===== src/rtl/mac_sum_pkg.sv =====
// ---------------------------------------------------------------------------
// mac_sum_pkg
//   Shared FIR output-stage definitions: data and adder widths, the signed
//   saturation limits and a helper that clamps a guard-extended sum back to
//   the output width.
// ---------------------------------------------------------------------------
package mac_sum_pkg;

    localparam int DATA_W  = 16;
    localparam int GUARD_W = 2;
    localparam int SUM_W   = DATA_W + GUARD_W;

    typedef logic signed [DATA_W-1:0] sample_t;
    typedef logic signed [SUM_W-1:0]  sum_t;

    localparam sample_t SAT_MAX = 16'sh7FFF;
    localparam sample_t SAT_MIN = 16'sh8000;

    // The limits are signed, so the size casts sign-extend them to the
    // guard width before comparing against the wide sum.
    function automatic sample_t saturate(input sum_t s);
        sample_t result;
        if (s > sum_t'(SAT_MAX)) begin
            result = SAT_MAX;
        end else if (s < sum_t'(SAT_MIN)) begin
            result = SAT_MIN;
        end else begin
            result = s[DATA_W-1:0];
        end
        return result;
    endfunction

endpackage


===== src/rtl/mac_sum_sat_add4.sv =====
// ---------------------------------------------------------------------------
// mac_sum_sat_add4
//   Purely combinational 4-input signed adder with saturation.
//   Ports:
//     iMac1..iMac4  in  DATA_W  signed partial MAC results
//     oSat          out DATA_W  sum clamped to the signed DATA_W range
// ---------------------------------------------------------------------------
module mac_sum_sat_add4
    import mac_sum_pkg::*;
(
    input  sample_t iMac1,
    input  sample_t iMac2,
    input  sample_t iMac3,
    input  sample_t iMac4,
    output sample_t oSat
);

    sum_t wSum;

    // Two guard bits are enough for four DATA_W operands, so the wide sum
    // itself can never wrap; only the narrowing back to DATA_W needs clamping.
    always_comb begin
        wSum = sum_t'(iMac1) + sum_t'(iMac2) + sum_t'(iMac3) + sum_t'(iMac4);
        oSat = saturate(wSum);
    end

endmodule


===== src/rtl/mac_sum.sv =====
// ---------------------------------------------------------------------------
// mac_sum
//   Final output stage of the 4-way parallel FIR filter. Adds the four
//   signed MAC partial sums with saturation, captures the result in a delay
//   register on iEnDelay and moves it to the output on the sample strobe.
//   Ports:
//     iClk12M        in   1       12 MHz system clock, rising edge
//     iRsn           in   1       asynchronous active-low reset
//     iEnSample600k  in   1       loads oFirOut from the delay register
//     iEnDelay       in   1       loads the delay register from the sum
//     iMac1..iMac4   in   DATA_W  signed partial sums from the MAC slices
//     oFirOut        out  DATA_W  registered signed filter output
// ---------------------------------------------------------------------------
module mac_sum
    import mac_sum_pkg::*;
(
    input  logic    iClk12M,
    input  logic    iRsn,
    input  logic    iEnSample600k,
    input  logic    iEnDelay,
    input  sample_t iMac1,
    input  sample_t iMac2,
    input  sample_t iMac3,
    input  sample_t iMac4,
    output sample_t oFirOut
);

    sample_t wSat;
    sample_t rFinalSumDelay;

    mac_sum_sat_add4 uSatAdd4 (
        .iMac1 (iMac1),
        .iMac2 (iMac2),
        .iMac3 (iMac3),
        .iMac4 (iMac4),
        .oSat  (wSat)
    );

    // Two independently enabled stages. When both enables fire on the same
    // edge the output takes the delay value from before that edge, giving a
    // clean two-stage pipeline.
    always_ff @(posedge iClk12M or negedge iRsn) begin
        if (!iRsn) begin
            rFinalSumDelay <= '0;
            oFirOut        <= '0;
        end else begin
            if (iEnDelay) begin
                rFinalSumDelay <= wSat;
            end
            if (iEnSample600k) begin
                oFirOut <= rFinalSumDelay;
            end
        end
    end

endmodule


===== config.mk =====
export PLATFORM = sky130hd
export DESIGN_NAME = mac_sum
export DESIGN_NICKNAME = d
export VERILOG_FILES = /design/src/rtl/mac_sum_pkg.sv /design/src/rtl/mac_sum_sat_add4.sv /design/src/rtl/mac_sum.sv
export SDC_FILE = /design/constraint.sdc
export NUM_CORES = 1
export LEC_CHECK = 0
export CAP_MARGIN = 10
export CORE_MARGIN = 3
export CORE_UTILIZATION = 45
export DETAILED_ROUTE_END_ITERATION = 10
export PLACE_DENSITY = 0.75
export SYNTH_ARGS = -nofsm -noshare
export SYNTH_HDL_FRONTEND = slang
export SYNTH_SLANG_ARGS = --single-unit
export TNS_END_PERCENT = 100

===== constraint.sdc =====
create_clock -name iClk12M -period 0.8 [get_ports iClk12M]
set_input_delay 0.16 -clock iClk12M [delete_from_list [all_inputs] [get_ports iClk12M]]
set_output_delay 0.16 -clock iClk12M [all_outputs]
set_load 0.03 [all_outputs]

=== Word level (Yosys, flattened, before mapping) ===
Cells that the tools add are included.

* Add/sub/neg operators: 3
* $lt $le $gt $ge: 2
* Muxes and demuxes: 2

{| class="wikitable"
|+ Operators with widths
! kind !! count
|-
| $mux 16 || 2
|-
| $add 17x16->18 || 1
|-
| $add 18x16->18 || 1
|-
| $gt 18x16->1 const B || 1
|-
| $lt 18x16->1 const B || 1
|-
| $add 16x16->17 || 1
|}

* Bits in registers: 32
* Input port bits: 68
* Output and inout port bits: 16
* Logic and storage cells: 9

=== Depth between registers and ports, before layout ===
* Depth after elaboration: 6
* Mapped depth: 17

=== Modules after synthesis ===
From an unflattened synthesis, not the netlist that was laid out.

* Cells, all modules: 336
* Area total of the unflattened synthesis: 3380.7 µm²

{| class="wikitable"
|+ By module, submodules not included
! module !! instances !! cells each !! area each (µm²) !! sequential area each (µm²)
|-
| mac_sum_sat_add4 || 1 || 268 || 2082.0 || 0.0
|-
| mac_sum || 1 || 68 || 1298.7 || 800.8
|}

=== Least setup slack after synthesis ===
No wires, ideal clock.

* Path kind: in2reg
* Start: input port iMac1[1]
* End: register rFinalSumDelay[10]
* Library setup time: 0.096 ns
* Arrival: 3.806 ns
* Data required time: 0.704 ns
* Setup slack: -3.102 ns
* Stages on the path: 17
* Cell sequence: inv_1 fa_1 inv_1 fa_1 ha_1 inv_1 fa_1 nor2b_4 o2111a_1 nor4b_2 o21ai_0 and2_1 nor3_1 or4_1 buf_6 buf_12 a311oi_2

* Cells in the longest elaborated chain, start to end: 6

{| class="wikitable"
|+ Ends and longest elaborated chain
! what !! line !! source
|-
| start: declaration || mac_sum.sv:21 || <nowiki>input sample_t iMac1,</nowiki>
|-
| $add 16x16->17 (*) || mac_sum_sat_add4.sv:23 || <nowiki>wSum = sum_t'(iMac1) + sum_t'(iMac2) + sum_t'(iMac3) + sum_t'(iMac4);</nowiki>
|-
| $add 17x16->18 (*) || mac_sum_sat_add4.sv:23 ||
|-
| $add 18x16->18 (*) || mac_sum_sat_add4.sv:23 ||
|-
| $lt 18x16->1 || mac_sum_pkg.sv:25 || <nowiki>end else if (s < sum_t'(SAT_MIN)) begin</nowiki>
|-
| $mux 16 || mac_sum_pkg.sv:25 ||
|-
| $mux 16 (*) || mac_sum_pkg.sv:23 || <nowiki>if (s > sum_t'(SAT_MAX)) begin</nowiki>
|-
| end signal: assignment || mac_sum.sv:48 || <nowiki>rFinalSumDelay <= wSat;</nowiki>
|-
| end: declaration || mac_sum.sv:29 || <nowiki>sample_t rFinalSumDelay;</nowiki>
|}

Mark *: on every way between the ends. The rest lies on a longest branch, timed or not.
A chain may end at the register's enable or synchronous reset.

=== Worst setup path after layout ===
* Start: input port iMac1[8]
* End: register rFinalSumDelay[13]

The elaborated chain is that of the path after synthesis.

==> flow_metrics.env <==
export IMPL_status="complete, but fails checks"
export IMPL_violations="setup timing"
export IMPL_met3_usage_pct=3.09
export IMPL_pin_count=84
export IMPL_final_nets=594
export IMPL_startpoint_type="input port"
export IMPL_grt_max_degree=33
export IMPL_antenna_found_initial=0
export IMPL_maxCapViolCount=0
export IMPL_met2_usage_pct=35.0
export IMPL_hpwl_um=5680
export IMPL_syn_area_mm2=0.00317
export IMPL_insertion_delay_ps=280
export IMPL_fmax_ghz=0.269
export IMPL_wl_per_cell_um=14.1
export IMPL_cp_cell_sequence="dlygate4sd2_1 -> inv_2 -> fa_1 -> fa_1 -> inv_2 -> ha_4 -> a211oi_4 -> nor2_4 -> nor4b_4 -> nor2_2 -> o311a_1 -> and4b_1 -> or4_4 -> buf_8 -> a311oi_2"
export IMPL_die_area_mm2=0.00809
export IMPL_place_ws_ps=-3720
export IMPL_port_buffer_count=83
export IMPL_final_fill_count=429
export IMPL_critPathTopFamily="simple AND/OR/NAND/NOR gates"
export IMPL_synthTopCellsByCount="inv_1 (96), fa_1 (33), dfrtp_1 (32)"
export IMPL_dp_cells=536
export IMPL_ys_ff_latch=32
export IMPL_synth_cell_types=46
export IMPL_critPathMaxStageDelay_ps=530
export IMPL_setup_viol=44
export IMPL_yosys_most_used_dff="dfrtp_1"
export IMPL_p_leak_nw=2.58
export IMPL_crit_arrival_ps=3900
export IMPL_cts_tree="yes"
export IMPL_first_pass_iters=4
export IMPL_ff2ff_setup_slack_ps=-120
export IMPL_rows=29
export IMPL_synth_edf_count=0
export IMPL_postRouteWirelength_um=8040
export IMPL_worstPathMaxFanout=8
export IMPL_grt_ovfl_total=0
export IMPL_report_final_slew_viol_count=0
export IMPL_busiest_layer="met2"
export IMPL_yosys_warnings=0
export IMPL_clockBufferDepth=2
export IMPL_hold_path_class="input port to asynchronous set/reset pin"
export IMPL_synthArstFlopShare_pct=100
export IMPL_critPathBufInv=4
export IMPL_utilization_pct=79.7
export IMPL_start_util_pct=48.0
export IMPL_fin_cells=570
export IMPL_max_slew_margin_pct=75.4
export IMPL_place_congestion=0.889
export IMPL_yosysTopAreaCellShare_pct=25.2
export IMPL_vias_per_cell=4.91
export IMPL_setup_worst_path_start="iMac1[8]"
export IMPL_pwr_density_cell_mw_per_mm2=3210
export IMPL_drive_gt1_share_pct=49.9
export IMPL_synth_most_common_cell="inv_1"
export IMPL_crit_slowest_cell="fa_1"
export IMPL_placeableCoreArea_mm2=0.00660
export IMPL_grt_pass1_vias=2919
export IMPL_end_kind="register"
export IMPL_use_met1_pct=22.4
export IMPL_syn_instance_count=327
export IMPL_synth_area_leaders="dfrtp_1 (25%), fa_1 (21%), inv_1 (11%)"
export IMPL_cp_required_ps=980
export IMPL_route_detailed_drc=0
export IMPL_reg2reg_from="oFirOut[13]"
export IMPL_finalCritPeriodShare_pct=465
export IMPL_num_vias=2796
export IMPL_grt_pass1_wl_um=12900
export IMPL_die_w_um=90.0
export IMPL_vdd_drop_max_v=0.00129
export IMPL_finClkSkew_ps=5.56
export IMPL_dieHeight_um=90.0
export IMPL_hold_buffers=0
export IMPL_syn2layout_area_growth_pct=65.9
export IMPL_drt_iter0_drc=97
export IMPL_syn_mean_instance_area_um2=9.70
export IMPL_gr_usage_all_layers_pct=18.8
export IMPL_yosysSeqAreaShare_pct=25.2
export IMPL_worst_slack_ps=-2920
export IMPL_synth_top_area_cell="dfrtp_1"
export IMPL_clk_pin_slew_ps=70
export IMPL_clock_sinks=32
export IMPL_numCtsBuffers=5
export IMPL_fin_crit_ps=3720
export IMPL_tightestPinTransition_ps=367
export IMPL_root_buffer="clkbuf_8"
export IMPL_critPathKind="input port to register"
export IMPL_final_hold_viol_count=0
export IMPL_htreeDepth=2
export IMPL_drtAntennaViolNets=0
export IMPL_rsz0062_at_grt="true"
export IMPL_diodes=0
export IMPL_synth_fp_nets=445
==> metal layers <==
layer / part of all wire (%) / up-vias
li1: - / 1347
met1: 39 / 1353
met2: 55 / 80
met3: 3.4 / 16
met4: 1.9 / 0
met5: 0 / -
==> registers in the layout, indices dropped and copies added (netlist names) <==
name	cells
oFirOut	16
rFinalSumDelay	16
==> layout make-up <==
type | count | area [um^2] | share of cell area [%]
Clock buffer | 8 | 100 | 1.90
Inverter | 96 | 368 | 6.99
Multi-Input combinational cell | 188 | 2330 | 44.2
Sequential cell | 32 | 821 | 15.6
Tap cell | 93 | 116 | 2.21
Timing Repair Buffer | 153 | 1530 | 29.1
==> what timing repair did <==
action                                  CTS  global route
setup buffers                            18             8
endpoints found under the setup margin   48            45
cloned                                    2             0
pin swaps                                51            52
resized for setup                       115            85
==> metrics by stage <==
stage | area [um^2] | setup TNS, ps | total power, mW | hold slack [ps]
2_1_floorplan | 3290 | -46500 | 9.12 | -136
5_1_grt | 5260 | -52280 | 18.0 | 228
3_5_place_dp | 4490 | -65690 | 12.1 | 494
3_3_place_gp | 4490 | -64190 | 11.8 | 489
6_report | 5260 | -49660 | 16.9 | 236
4_1_cts | 5030 | -51370 | 15.7 | 239
==> where the power goes <==
group | leakage (nW) | switching [mW] | internal, mW
sequential | 0.355 | 0.603 | 2.57
clock | 0.0515 | 0.550 | 0.784
combinational | 2.17 | 5.65 | 6.74
total | 2.58 | 6.81 | 10.1
==> cell families after synthesis <==
family / count (synthesis) / synth area share [%]
buffers and inverters: 107 / 13.4
adder cells (fa/ha/maj): 50 / 27.5
AND/OR/NAND/NOR: 51 / 8.48
XOR/XNOR: 14 / 3.86
flip-flops: 32 / 25.2
AO/OA/AOI/OAI: 56 / 15.4
multiplexers: 17 / 6.03
==> layout by cell type (no fill, tap or decap), drive strengths merged, types with 3 or more instances in the layout <==
cell / count
fa: 33
a311oi: 15
inv: 96
a211oi: 3
dlygate4sd2: 14
clkbuf: 12
dlymetal6s2s: 7
xnor2: 6
buf: 93
nor2: 27
a21oi: 11
xor2: 8
clkdlybuf4s50: 31
nor3: 5
dfrtp: 32
nand3: 3
a21o: 7
o21ai: 8
clkdlybuf4s15: 3
mux2: 17
ha: 17
nand2: 3
==> final timing paths <==
kind                                       to  cells after the start
hold / removal                     oFirOut[2]                      2
min in group iClk12M               oFirOut[6]                      3
max in group asynchronous         oFirOut[14]                      2
setup / recovery           rFinalSumDelay[13]                     15
hold reg to reg                    oFirOut[6]                      1
setup reg to reg                  oFirOut[13]                      2
No activity file was read; power rests on OpenSTA's default activity.
